### src/rtl/instr_encoder_if.sv
// Field-bundle input, instruction-memory write port and status flags of instr_encoder.
// Latency: none, wiring only.
// Backpressure: in_valid/in_ready on the field side, mem_we held until mem_ack on the memory side.
interface instr_encoder_if #(
  parameter int ADDR_W = 8
);
  // field bundle from the program source
  logic              in_valid;
  logic              in_ready;
  logic [6:0]        op;
  logic [4:0]        rd;
  logic [4:0]        rs1;
  logic [4:0]        rs2;
  logic [2:0]        funct3;
  logic [6:0]        funct7;
  logic [31:0]       imm;
  logic              last;

  // instruction memory write port
  logic              mem_we;
  logic [ADDR_W-1:0] mem_addr;
  logic [31:0]       mem_wdata;
  logic              mem_ack;

  // program progress and sticky status
  logic [ADDR_W:0]   count;
  logic              done;
  logic              bad_op;
  logic              imm_err;
  logic              full;

  // program source and memory model side
  modport master (
    output in_valid, op, rd, rs1, rs2, funct3, funct7, imm, last, mem_ack,
    input  in_ready, mem_we, mem_addr, mem_wdata, count, done, bad_op, imm_err, full
  );

  // encoder side
  modport slave (
    input  in_valid, op, rd, rs1, rs2, funct3, funct7, imm, last, mem_ack,
    output in_ready, mem_we, mem_addr, mem_wdata, count, done, bad_op, imm_err, full
  );
endinterface

### src/rtl/instr_encoder.sv
// Packs opcode/register/funct/immediate fields into RV32I words and writes them to sequential addresses.
// Latency: mem_we rises the cycle after a bundle is accepted; with an immediate ack one word per 2 cycles.
// Backpressure: in_ready drops while a word waits for mem_ack; optional IMM_RANGE_CHECK_EN adds imm_err checking.
module instr_encoder #(
  parameter int ADDR_W    = 8,
  parameter int BASE_ADDR = 0
) (
  input  logic            clk,
  input  logic            reset,
  instr_encoder_if.slave  bus
);

  typedef enum logic [1:0] {
    S_IDLE  = 2'd0,
    S_WRITE = 2'd1,
    S_DONE  = 2'd2,
    S_FULL  = 2'd3
  } state_t;

  // instruction layout class; I..U match the immediate-source decoder encoding
  typedef enum logic [2:0] {
    FMT_I = 3'b000,
    FMT_S = 3'b001,
    FMT_B = 3'b010,
    FMT_J = 3'b011,
    FMT_U = 3'b100,
    FMT_R = 3'b101
  } fmt_t;

  localparam logic [ADDR_W-1:0] BASE     = ADDR_W'(BASE_ADDR);
  localparam logic [ADDR_W-1:0] ADDR_ONE = 1;
  localparam logic [ADDR_W:0]   CNT_ONE  = 1;
  localparam logic [ADDR_W-1:0] ADDR_MAX = '1;

  state_t            state_q, state_d;
  logic [ADDR_W-1:0] addr_q, addr_d;
  logic [31:0]       wdata_q, wdata_d;
  logic [ADDR_W:0]   count_q, count_d;
  logic              last_q, last_d;
  logic              bad_op_q, bad_op_d;
  logic              full_q, full_d;

  fmt_t              fmt;
  logic              op_unknown;
  logic [31:0]       enc_word;

  // classify the incoming opcode; unknown opcodes fall back to the R layout
  always_comb begin
    fmt        = FMT_R;
    op_unknown = 1'b0;
    case (bus.op)
      7'b0000011, 7'b0010011, 7'b1100111: fmt = FMT_I;
      7'b0100011:                         fmt = FMT_S;
      7'b1100011:                         fmt = FMT_B;
      7'b1101111:                         fmt = FMT_J;
      7'b0110111, 7'b0010111:             fmt = FMT_U;
      7'b0110011:                         fmt = FMT_R;
      default: begin
        fmt        = FMT_R;
        op_unknown = 1'b1;
      end
    endcase
  end

  // pack the fields; immediates are truncated to the bits each layout carries
  always_comb begin
    enc_word = 32'd0;
    case (fmt)
      FMT_I: enc_word = {bus.imm[11:0], bus.rs1, bus.funct3, bus.rd, bus.op};
      FMT_S: enc_word = {bus.imm[11:5], bus.rs2, bus.rs1, bus.funct3, bus.imm[4:0], bus.op};
      FMT_B: enc_word = {bus.imm[12], bus.imm[10:5], bus.rs2, bus.rs1, bus.funct3,
                         bus.imm[4:1], bus.imm[11], bus.op};
      FMT_J: enc_word = {bus.imm[20], bus.imm[10:1], bus.imm[11], bus.imm[19:12], bus.rd, bus.op};
      FMT_U: enc_word = {bus.imm[31:12], bus.rd, bus.op};
      default: enc_word = {bus.funct7, bus.rs2, bus.rs1, bus.funct3, bus.rd, bus.op};
    endcase
  end

  // sequencing: accept in IDLE, hold the word until acked, then advance or finish the program
  always_comb begin
    state_d  = state_q;
    addr_d   = addr_q;
    wdata_d  = wdata_q;
    count_d  = count_q;
    last_d   = last_q;
    bad_op_d = bad_op_q;
    full_d   = full_q;
    case (state_q)
      S_IDLE: begin
        if (bus.in_valid) begin
          wdata_d  = enc_word;
          last_d   = bus.last;
          bad_op_d = bad_op_q | op_unknown;
          state_d  = S_WRITE;
        end
      end
      S_WRITE: begin
        if (bus.mem_ack) begin
          addr_d  = addr_q + ADDR_ONE;
          count_d = count_q + CNT_ONE;
          if (last_q) begin
            state_d = S_DONE;
          end else if (addr_q == ADDR_MAX) begin
            state_d = S_FULL;
            full_d  = 1'b1;
          end else begin
            state_d = S_IDLE;
          end
        end
      end
      S_DONE: begin
        addr_d  = BASE;
        count_d = '0;
        state_d = S_IDLE;
      end
      S_FULL: begin
        state_d = S_FULL;
      end
      default: begin
        state_d = S_IDLE;
      end
    endcase
  end

  // state and datapath registers
  always_ff @(posedge clk) begin
    if (reset) begin
      state_q  <= S_IDLE;
      addr_q   <= BASE;
      wdata_q  <= 32'd0;
      count_q  <= '0;
      last_q   <= 1'b0;
      bad_op_q <= 1'b0;
      full_q   <= 1'b0;
    end else begin
      state_q  <= state_d;
      addr_q   <= addr_d;
      wdata_q  <= wdata_d;
      count_q  <= count_d;
      last_q   <= last_d;
      bad_op_q <= bad_op_d;
      full_q   <= full_d;
    end
  end

`ifdef IMM_RANGE_CHECK_EN
  logic imm_bad;
  logic imm_err_q, imm_err_d;

  // immediate must be representable by the layout it is packed into
  always_comb begin
    imm_bad = 1'b0;
    case (fmt)
      FMT_I, FMT_S: imm_bad = !((&bus.imm[31:11]) || !(|bus.imm[31:11]));
      FMT_B:        imm_bad = !((&bus.imm[31:12]) || !(|bus.imm[31:12])) || bus.imm[0];
      FMT_J:        imm_bad = !((&bus.imm[31:20]) || !(|bus.imm[31:20])) || bus.imm[0];
      FMT_U:        imm_bad = |bus.imm[11:0];
      default:      imm_bad = 1'b0;
    endcase
  end

  // sticky range error, raised when an offending bundle is accepted
  always_comb begin
    imm_err_d = imm_err_q;
    if (state_q == S_IDLE && bus.in_valid && imm_bad) begin
      imm_err_d = 1'b1;
    end
  end

  // range error register
  always_ff @(posedge clk) begin
    if (reset) begin
      imm_err_q <= 1'b0;
    end else begin
      imm_err_q <= imm_err_d;
    end
  end

  assign bus.imm_err = imm_err_q;
`else
  assign bus.imm_err = 1'b0;
`endif

  assign bus.in_ready  = (state_q == S_IDLE);
  assign bus.mem_we    = (state_q == S_WRITE);
  assign bus.mem_addr  = addr_q;
  assign bus.mem_wdata = wdata_q;
  assign bus.count     = count_q;
  assign bus.done      = (state_q == S_DONE);
  assign bus.bad_op    = bad_op_q;
  assign bus.full      = full_q;

endmodule
### src/flat_wrapper.sv
// flat-port wrapper written by rule: the top's interface ports become plain ports
module instr_encoder_flat 
#(
  parameter int ADDR_W    = 8,
  parameter int BASE_ADDR = 0
)
  (clk, reset, bus_in_valid, bus_op, bus_rd, bus_rs1, bus_rs2, bus_funct3, bus_funct7, bus_imm, bus_last, bus_mem_ack, bus_in_ready, bus_mem_we, bus_mem_addr, bus_mem_wdata, bus_count, bus_done, bus_bad_op, bus_imm_err, bus_full);
  instr_encoder_if #(.ADDR_W(ADDR_W)) bus_i ();
  input  logic clk;
  input  logic reset;
  input wire logic [$bits(bus_i.in_valid)-1:0] bus_in_valid;
  input wire logic [$bits(bus_i.op)-1:0] bus_op;
  input wire logic [$bits(bus_i.rd)-1:0] bus_rd;
  input wire logic [$bits(bus_i.rs1)-1:0] bus_rs1;
  input wire logic [$bits(bus_i.rs2)-1:0] bus_rs2;
  input wire logic [$bits(bus_i.funct3)-1:0] bus_funct3;
  input wire logic [$bits(bus_i.funct7)-1:0] bus_funct7;
  input wire logic [$bits(bus_i.imm)-1:0] bus_imm;
  input wire logic [$bits(bus_i.last)-1:0] bus_last;
  input wire logic [$bits(bus_i.mem_ack)-1:0] bus_mem_ack;
  output wire logic [$bits(bus_i.in_ready)-1:0] bus_in_ready;
  output wire logic [$bits(bus_i.mem_we)-1:0] bus_mem_we;
  output wire logic [$bits(bus_i.mem_addr)-1:0] bus_mem_addr;
  output wire logic [$bits(bus_i.mem_wdata)-1:0] bus_mem_wdata;
  output wire logic [$bits(bus_i.count)-1:0] bus_count;
  output wire logic [$bits(bus_i.done)-1:0] bus_done;
  output wire logic [$bits(bus_i.bad_op)-1:0] bus_bad_op;
  output wire logic [$bits(bus_i.imm_err)-1:0] bus_imm_err;
  output wire logic [$bits(bus_i.full)-1:0] bus_full;
  assign bus_i.in_valid = bus_in_valid;
  assign bus_i.op = bus_op;
  assign bus_i.rd = bus_rd;
  assign bus_i.rs1 = bus_rs1;
  assign bus_i.rs2 = bus_rs2;
  assign bus_i.funct3 = bus_funct3;
  assign bus_i.funct7 = bus_funct7;
  assign bus_i.imm = bus_imm;
  assign bus_i.last = bus_last;
  assign bus_i.mem_ack = bus_mem_ack;
  assign bus_in_ready = bus_i.in_ready;
  assign bus_mem_we = bus_i.mem_we;
  assign bus_mem_addr = bus_i.mem_addr;
  assign bus_mem_wdata = bus_i.mem_wdata;
  assign bus_count = bus_i.count;
  assign bus_done = bus_i.done;
  assign bus_bad_op = bus_i.bad_op;
  assign bus_imm_err = bus_i.imm_err;
  assign bus_full = bus_i.full;
  instr_encoder #(.ADDR_W(ADDR_W), .BASE_ADDR(BASE_ADDR)) u_core (.clk(clk), .reset(reset), .bus(bus_i));
endmodule
### config.mk
export PLATFORM = sky130hd
export DESIGN_NAME = instr_encoder_flat
export DESIGN_NICKNAME = d
export VERILOG_FILES = /design/src/rtl/instr_encoder_if.sv /design/src/rtl/instr_encoder.sv /design/src/flat_wrapper.sv
export SDC_FILE = /design/constraint.sdc
export NUM_CORES = 1
export LEC_CHECK = 0
export CAP_MARGIN = 10
export CORE_ASPECT_RATIO = 0.7
export CORE_MARGIN = 5
export CORE_UTILIZATION = 38
export DETAILED_ROUTE_END_ITERATION = 16
export PLACE_DENSITY_LB_ADDON = 0.3
export SETUP_SLACK_MARGIN = 0.02
export SLEW_MARGIN = 20
export SYNTH_ARGS = -nofsm -noshare
export SYNTH_HDL_FRONTEND = slang
export SYNTH_SLANG_ARGS = --single-unit
### constraint.sdc
create_clock -name clk -period 1.5 [get_ports clk]
set_clock_uncertainty 0.1 [all_clocks]
set_input_delay 0.3 -clock clk [delete_from_list [all_inputs] [get_ports clk]]
set_output_delay 0.3 -clock clk [all_outputs]
set_load 0.05 [all_outputs]
# After elaboration in Yosys (flattened, before gate mapping)
# Index checks and enable logic that the tools add are counted.
totals:
  regBits: 54
  in_bits: 69
  output_inout_bits: 55
  wordCells: 52
op_classes:
  add_sub_neg: 2
  n_eq_ne: 19
  n_mux: 12
  bitwise: 2
  n_reduce_logical: 10
op_table:
  columns: ["cell", "count"]
  rows:
  - ["$pmux 32 s5", 1]
  - ["$eq 7x6->1 const B", 3]
  - ["$eq 7x7->1 const B", 3]
  - ["$pmux 9 s2", 1]
  - ["$pmux 8 s2", 1]
  - ["$pmux 3 s5", 1]
  - ["$eq 7x5->1 const B", 2]
  - ["$add 9x1->9 const B", 1]
  - ["$mux 9", 1]
  - ["$reduce_or 9->1", 1]
  - ["$add 8x1->8 const B", 1]
  - ["$eq 8x8->1 const B", 1]
  - ["$mux 2", 4]
  - ["$mux 8", 1]
  - ["$pmux 2 s4", 1]
  - ["$eq 7x2->1 const B", 1]
  - ["$eq 3x2->1 const B", 2]
  - ["$reduce_and 2->1", 3]
  - ["$eq 2x2->1 const B", 2]
  - ["$ne 2x2->1 const B", 2]
  - ["$reduce_and 4->1", 1]
  - ["$eq 3x1->1 const B", 1]
  - ["$eq 3x3->1 const B", 1]
  - ["$logic_not 3->1", 1]
  - ["other kinds (8)", 8]

# Longest topological paths before layout
logic_depth:
  depth_word: 5
  depth_mapped: 8
  ltp_nobuf: 6

# Worst setup path after synthesis
# No wires, ideal clock.
synth_timing:
  path_kind: "register -> register"
  startpoint: "register u_core.addr_q[0], in the netlist u_core.bus.mem_addr[0]"
  endpoint: "register u_core.addr_q[6], in the netlist u_core.bus.mem_addr[6]"
  setup_ns: 0.065
  t_arrival_ns: 1.605
  required_time_ns: 1.335
  setup_slack_ns: -0.270
  path_stages_with_launch: 6
  n_path_buf: 0
  synth_period_minus_slack_ns: 1.770
  cell_sequence: "dfxtp_1 -> ha_1 -> and3_1 -> nand4_1 -> mux2_2 -> nor2_1"
synth_via:
  elab_chain_len: 3
synth_rtl:
  columns: ["item", "line", "text"]
  rows:
  - ["from (decl)", "instr_encoder.sv:36", "logic [ADDR_W-1:0] addr_q, addr_d;"]
  - ["from (signal assigned)", "instr_encoder.sv:137", "addr_q <= addr_d;"]
  - ["$add 8x1->8", "instr_encoder.sv:99", "addr_d = addr_q + ADDR_ONE;"]
  - ["$mux 8", "instr_encoder.sv:98", "if (bus.mem_ack) begin"]
  - ["$pmux 8 s2", "instr_encoder.sv:88", "case (state_q)"]
# No other way between the ends. The select of a mux whose other input is x is not followed.
# A chain may end at the register's enable or synchronous reset.

# Final worst setup path
layout_timing:
  startpoint: "register u_core.state_q[0]"
  endpoint: "register u_core.wdata_q[31], in the netlist u_core.bus.mem_wdata[31]"
layout_via:
  elab_chain_len: 2
layout_rtl:
  columns: ["item", "line", "text"]
  rows:
  - ["from (decl)", "instr_encoder.sv:35", "state_t state_q, state_d;"]
  - ["from (signal assigned)", "instr_encoder.sv:136", "state_q <= state_d;"]
  - ["$logic_not 2->1", "instr_encoder.sv:88", null]
  - ["$reduce_and 2->1 (no line)", null, null]
  - ["to (signal assigned)", "instr_encoder.sv:138", "wdata_q <= wdata_d;"]
  - ["to (decl)", "instr_encoder.sv:37", "logic [31:0] wdata_q, wdata_d;"]
# No other way between the ends.

==> impl_metrics.prom <==
# TYPE chip_impl_metric gauge
chip_impl_metric{name="setup-violations-final",unit=""} 27
chip_impl_metric{name="finalInstanceArea",unit="mm²"} 0.00596
chip_impl_info{name="end_kind",value="flip-flop"} 1
chip_impl_metric{name="post_drt_wl_per_cell",unit="µm"} 19.2
chip_impl_metric{name="postSynthRegisterBits",unit=""} 54
chip_impl_metric{name="drt-vias-per-instance",unit=""} 5.37
chip_impl_info{name="critical_path.top_delay_family",value="buffers and inverters"} 1
chip_impl_metric{name="power-per-cell-area",unit="mW/mm²"} 673
chip_impl_metric{name="final-max-slew-violation-count",unit=""} 0
chip_impl_metric{name="postSynthCellCount",unit=""} 327
chip_impl_metric{name="fp.dieW",unit="µm"} 112
chip_impl_metric{name="clock.fmax",unit="MHz"} 627
chip_impl_metric{name="floorplan.io_pins",unit=""} 124
chip_impl_metric{name="ant_nets",unit=""} 0
chip_impl_info{name="holdCritPathClass",value="input port to flip-flop"} 1
chip_impl_metric{name="drv.max_cap_violation_count",unit=""} 0
chip_impl_metric{name="critPathMaxStageDelay",unit="ns"} 0.33
chip_impl_metric{name="synth-seq-area-share",unit="%"} 38.8
chip_impl_metric{name="final.min_clock_period",unit="ns"} 1.59
chip_impl_metric{name="place_area",unit="mm²"} 0.00510
chip_impl_metric{name="final_util",unit="%"} 82.5
chip_impl_metric{name="final-hold-violation-count",unit=""} 0
chip_impl_info{name="clk_root_buffer_cell",value="sky130_fd_sc_hd__clkbuf_8"} 1
chip_impl_info{name="grt_setup_unrepaired",value="yes"} 1
chip_impl_metric{name="synthToLayoutAreaGrowth",unit="%"} 114
chip_impl_metric{name="drt_drc_violations_left",unit=""} 0
chip_impl_metric{name="die_height",unit="µm"} 81.6
chip_impl_metric{name="finalNetCount",unit=""} 585
chip_impl_metric{name="grt_pass1_vias",unit=""} 3304
chip_impl_info{name="critical_path.startpoint_type",value="flip-flop"} 1
chip_impl_info{name="cp_slowest_cell",value="sky130_fd_sc_hd__dfxtp_2"} 1
chip_impl_info{name="timing.critical_path.cells",value="buf_6, buf_6, nor3b_4, buf_6, buf_6, nor3b_2, a311o_1"} 1
chip_impl_metric{name="dp_hpwl",unit="mm"} 7.65
chip_impl_info{name="violations_in_the_final_reports",value="negative setup slack"} 1
chip_impl_metric{name="clk-insertion-delay-late",unit="ns"} 0.31
chip_impl_metric{name="post_synth_num_cell_types",unit=""} 54
chip_impl_metric{name="ant_cells",unit=""} 0
chip_impl_metric{name="ir_worst_vdd",unit="mV"} 0.539
chip_impl_metric{name="gp_congestion",unit=""} 0.900
chip_impl_metric{name="clkSlewWorstSetupHoldPaths",unit="ns"} 0.10
chip_impl_metric{name="fin_tns_setup",unit="ns"} -1.00
chip_impl_metric{name="critPathBufInv",unit=""} 4
chip_impl_metric{name="grt_max_degree",unit=""} 19
chip_impl_info{name="synth_top_flop_cell",value="sky130_fd_sc_hd__dfxtp_1"} 1
chip_impl_metric{name="start_util",unit="%"} 38.6
chip_impl_metric{name="maximum_fanout_along_the_worst_path",unit=""} 8
chip_impl_info{name="crit_path_class",value="flip-flop to flip-flop"} 1
chip_impl_metric{name="synth-edff-count",unit=""} 0
chip_impl_metric{name="avgSynthCellArea",unit="µm²"} 8.52
chip_impl_metric{name="initialDrtViolationCount",unit=""} 125
chip_impl_metric{name="nFillCells",unit=""} 415
chip_impl_info{name="clock_tree_from_tritoncts",value="built"} 1
chip_impl_metric{name="cts.sinks",unit=""} 54
chip_impl_metric{name="die_area",unit="mm²"} 0.00917
chip_impl_metric{name="fp-row-count",unit=""} 26
chip_impl_metric{name="vias",unit=""} 3291
chip_impl_metric{name="antenna_found_initial",unit=""} 0
chip_impl_metric{name="detailedRoute.firstPassIterationCount",unit=""} 4
chip_impl_metric{name="max-clock-path-buffers",unit=""} 2
chip_impl_metric{name="place.port_buffers",unit=""} 122
chip_impl_metric{name="arrival",unit="ns"} 1.69
chip_impl_metric{name="core-area",unit="mm²"} 0.00722
chip_impl_metric{name="final.setup.worst_slack",unit="ns"} -0.0938
chip_impl_metric{name="globalRouteOverflowTotal",unit=""} 0
chip_impl_metric{name="htree_levels",unit=""} 2
chip_impl_info{name="critical_path.most_common_cell",value="sky130_fd_sc_hd__buf_6"} 1
chip_impl_metric{name="overall_power_after_layout",unit="µW"} 4010
chip_impl_metric{name="fin_worst_hold_slack",unit="ns"} 0.262
chip_impl_metric{name="first_pass_grt_wire_length",unit="mm"} 16.8
chip_impl_metric{name="ys_warn_count",unit=""} 0
chip_impl_metric{name="timing.critical_path.required",unit="ns"} 1.60
chip_impl_metric{name="mappedNetlistNets",unit=""} 398
chip_impl_metric{name="finalWirelength",unit="mm"} 11.8
chip_impl_metric{name="post_route_cells_drive_above_1_share",unit="%"} 53.2
chip_impl_metric{name="multiInputGateArea",unit="mm²"} 0.00206
chip_impl_metric{name="combined_flip_flop_and_latch_cell_area",unit="mm²"} 0.00110
chip_impl_metric{name="min_period_over_period",unit="%"} 106
chip_impl_metric{name="grt_usage",unit="%"} 23.1
chip_impl_metric{name="synthArstFlopShare",unit="%"} 0
chip_impl_metric{name="tritoncts.num_buffers",unit=""} 5
chip_impl_metric{name="netlist_area",unit="mm²"} 0.00279
chip_impl_metric{name="cellLeakagePower",unit="µW"} 0.00240
chip_impl_info{name="outcome",value="complete, but fails checks"} 1
[sequential cells by signal (all words and copies together), names as in the netlist]
signal                flops
u_core.bus.full           1
u_core.state_q            2
u_core.bus.mem_addr       8
u_core.bus.bad_op         1
u_core.last_q             1
u_core.bus.mem_wdata     32
u_core.bus.count          9
[synth_stat cells, types with 3 or more instances]
master                     instances  area [µm²]
sky130_fd_sc_hd__nor3_2            4        40.0
sky130_fd_sc_hd__nand2_1          34         128
sky130_fd_sc_hd__nand3b_1          3        22.5
sky130_fd_sc_hd__nand2b_1          3        18.8
sky130_fd_sc_hd__a21oi_1          33         165
sky130_fd_sc_hd__buf_2             7        35.0
sky130_fd_sc_hd__o21a_1            4        30.0
sky130_fd_sc_hd__nand3_1          10        50.1
sky130_fd_sc_hd__dfxtp_1          54        1080
sky130_fd_sc_hd__a211oi_1         14         105
sky130_fd_sc_hd__o21ai_0           4        20.0
sky130_fd_sc_hd__nor2_1           48         180
sky130_fd_sc_hd__nor2b_1           9        56.3
sky130_fd_sc_hd__mux2_2            5        56.3
sky130_fd_sc_hd__buf_4             3        22.5
sky130_fd_sc_hd__clkbuf_1          8        30.0
sky130_fd_sc_hd__nand4_1           5        31.3
sky130_fd_sc_hd__mux2i_1          18         180
sky130_fd_sc_hd__a211oi_2          6        75.1
sky130_fd_sc_hd__nor3_1            8        40.0
sky130_fd_sc_hd__a221o_2           4        45.0
[final timing paths]
check	slack, ns	from	cells after the start	end
setup reg to reg	-0.09	u_core.state_q[0]	7	u_core.bus.mem_wdata[31]
hold reg to reg	0.41	u_core.bus.mem_wdata[5]	2	u_core.bus.mem_wdata[5]
hold / removal	0.26	bus_op[4]	4	u_core.bus.mem_wdata[4]
setup / recovery	-0.09	u_core.state_q[0]	7	u_core.bus.mem_wdata[31]
[cell usage in the layout (no fill, tap or decap), types with 5 or more instances in the layout]
master	netlist	routed
sky130_fd_sc_hd__buf_12	0	61
sky130_fd_sc_hd__clkbuf_8	0	5
sky130_fd_sc_hd__clkdlybuf4s50_1	0	59
sky130_fd_sc_hd__nor3_2	4	6
sky130_fd_sc_hd__nand2_2	1	5
sky130_fd_sc_hd__nand4_1	5	5
sky130_fd_sc_hd__a21oi_2	0	14
sky130_fd_sc_hd__nand2_1	34	23
sky130_fd_sc_hd__nor2b_1	9	8
sky130_fd_sc_hd__nor2_2	1	10
sky130_fd_sc_hd__nor2_1	48	26
sky130_fd_sc_hd__dfxtp_1	54	39
sky130_fd_sc_hd__a211oi_2	6	18
sky130_fd_sc_hd__buf_4	3	48
sky130_fd_sc_hd__dfxtp_2	0	13
sky130_fd_sc_hd__nor2_4	0	13
sky130_fd_sc_hd__mux2i_1	18	15
sky130_fd_sc_hd__a21oi_1	33	19
sky130_fd_sc_hd__buf_6	1	21
sky130_fd_sc_hd__nand2_4	0	7
sky130_fd_sc_hd__nand3_1	10	6
[worst register-to-register path: cells and delay by family, from the launching register on]
| kind | cells | cell delay (ns) |
|---|---|---|
| buffers and inverters | 4 | 0.57 |
| AOI/OAI and AO/OA | 1 | 0.27 |
| and+or+nand+nor | 2 | 0.21 |
| DFF | 1 | 0.33 |
[metrics by stage]
step                setup slack, ns  std cells
finish                      -0.0938        613
global route                 -0.167        613
CTS                         -0.0900        601
detailed placement           -0.650        575
global placement             -0.590        575
floorplan                   -0.0785        327
[power by group]
| part | total [µW] | internal, µW | switching, µW |
|---|---|---|---|
| logic | 1560 | 819 | 743 |
| clock network | 839 | 332 | 508 |
| registers | 1610 | 1510 | 99.2 |
[routing by layer]
metal  GRT usage, %  routed length, µm  vias up
li1               -                  -     1545
met4           7.20                300        0
met1           27.8               4690     1593
met2           40.0               6000      120
met5              0                  0        -
met3           7.22                780       33
[logic make-up after synthesis]
kind of cell | after synthesis | share of synthesized area [%]
other | 1 | 0.135
AND/OR/NAND/NOR | 140 | 25.5
XOR/XNOR | 4 | 1.26
multiplexers | 23 | 8.49
buffers and inverters | 25 | 4.49
flip-flops | 54 | 38.8
AO/OA/AOI/OAI | 78 | 20.4
adder cells (fa/ha/maj) | 2 | 0.898
[timing repair]
action	in CTS	in global routing
gates resized for setup	68	82
setup endpoints to repair	43	50
hold buffers	0	0
buffers inserted	15	12
pin swaps	33	35
gates cloned	3	1
[final cells by class]
cell class	count	area share, %
clock buffer	6	1.22
tap	98	2.06
clock inverter	2	0.231
sequential	54	18.5
inverter	3	0.273
multi-input combinational	248	34.6
timing repair buffer	202	43.1
No activity file was read; power rests on OpenSTA's default activity.
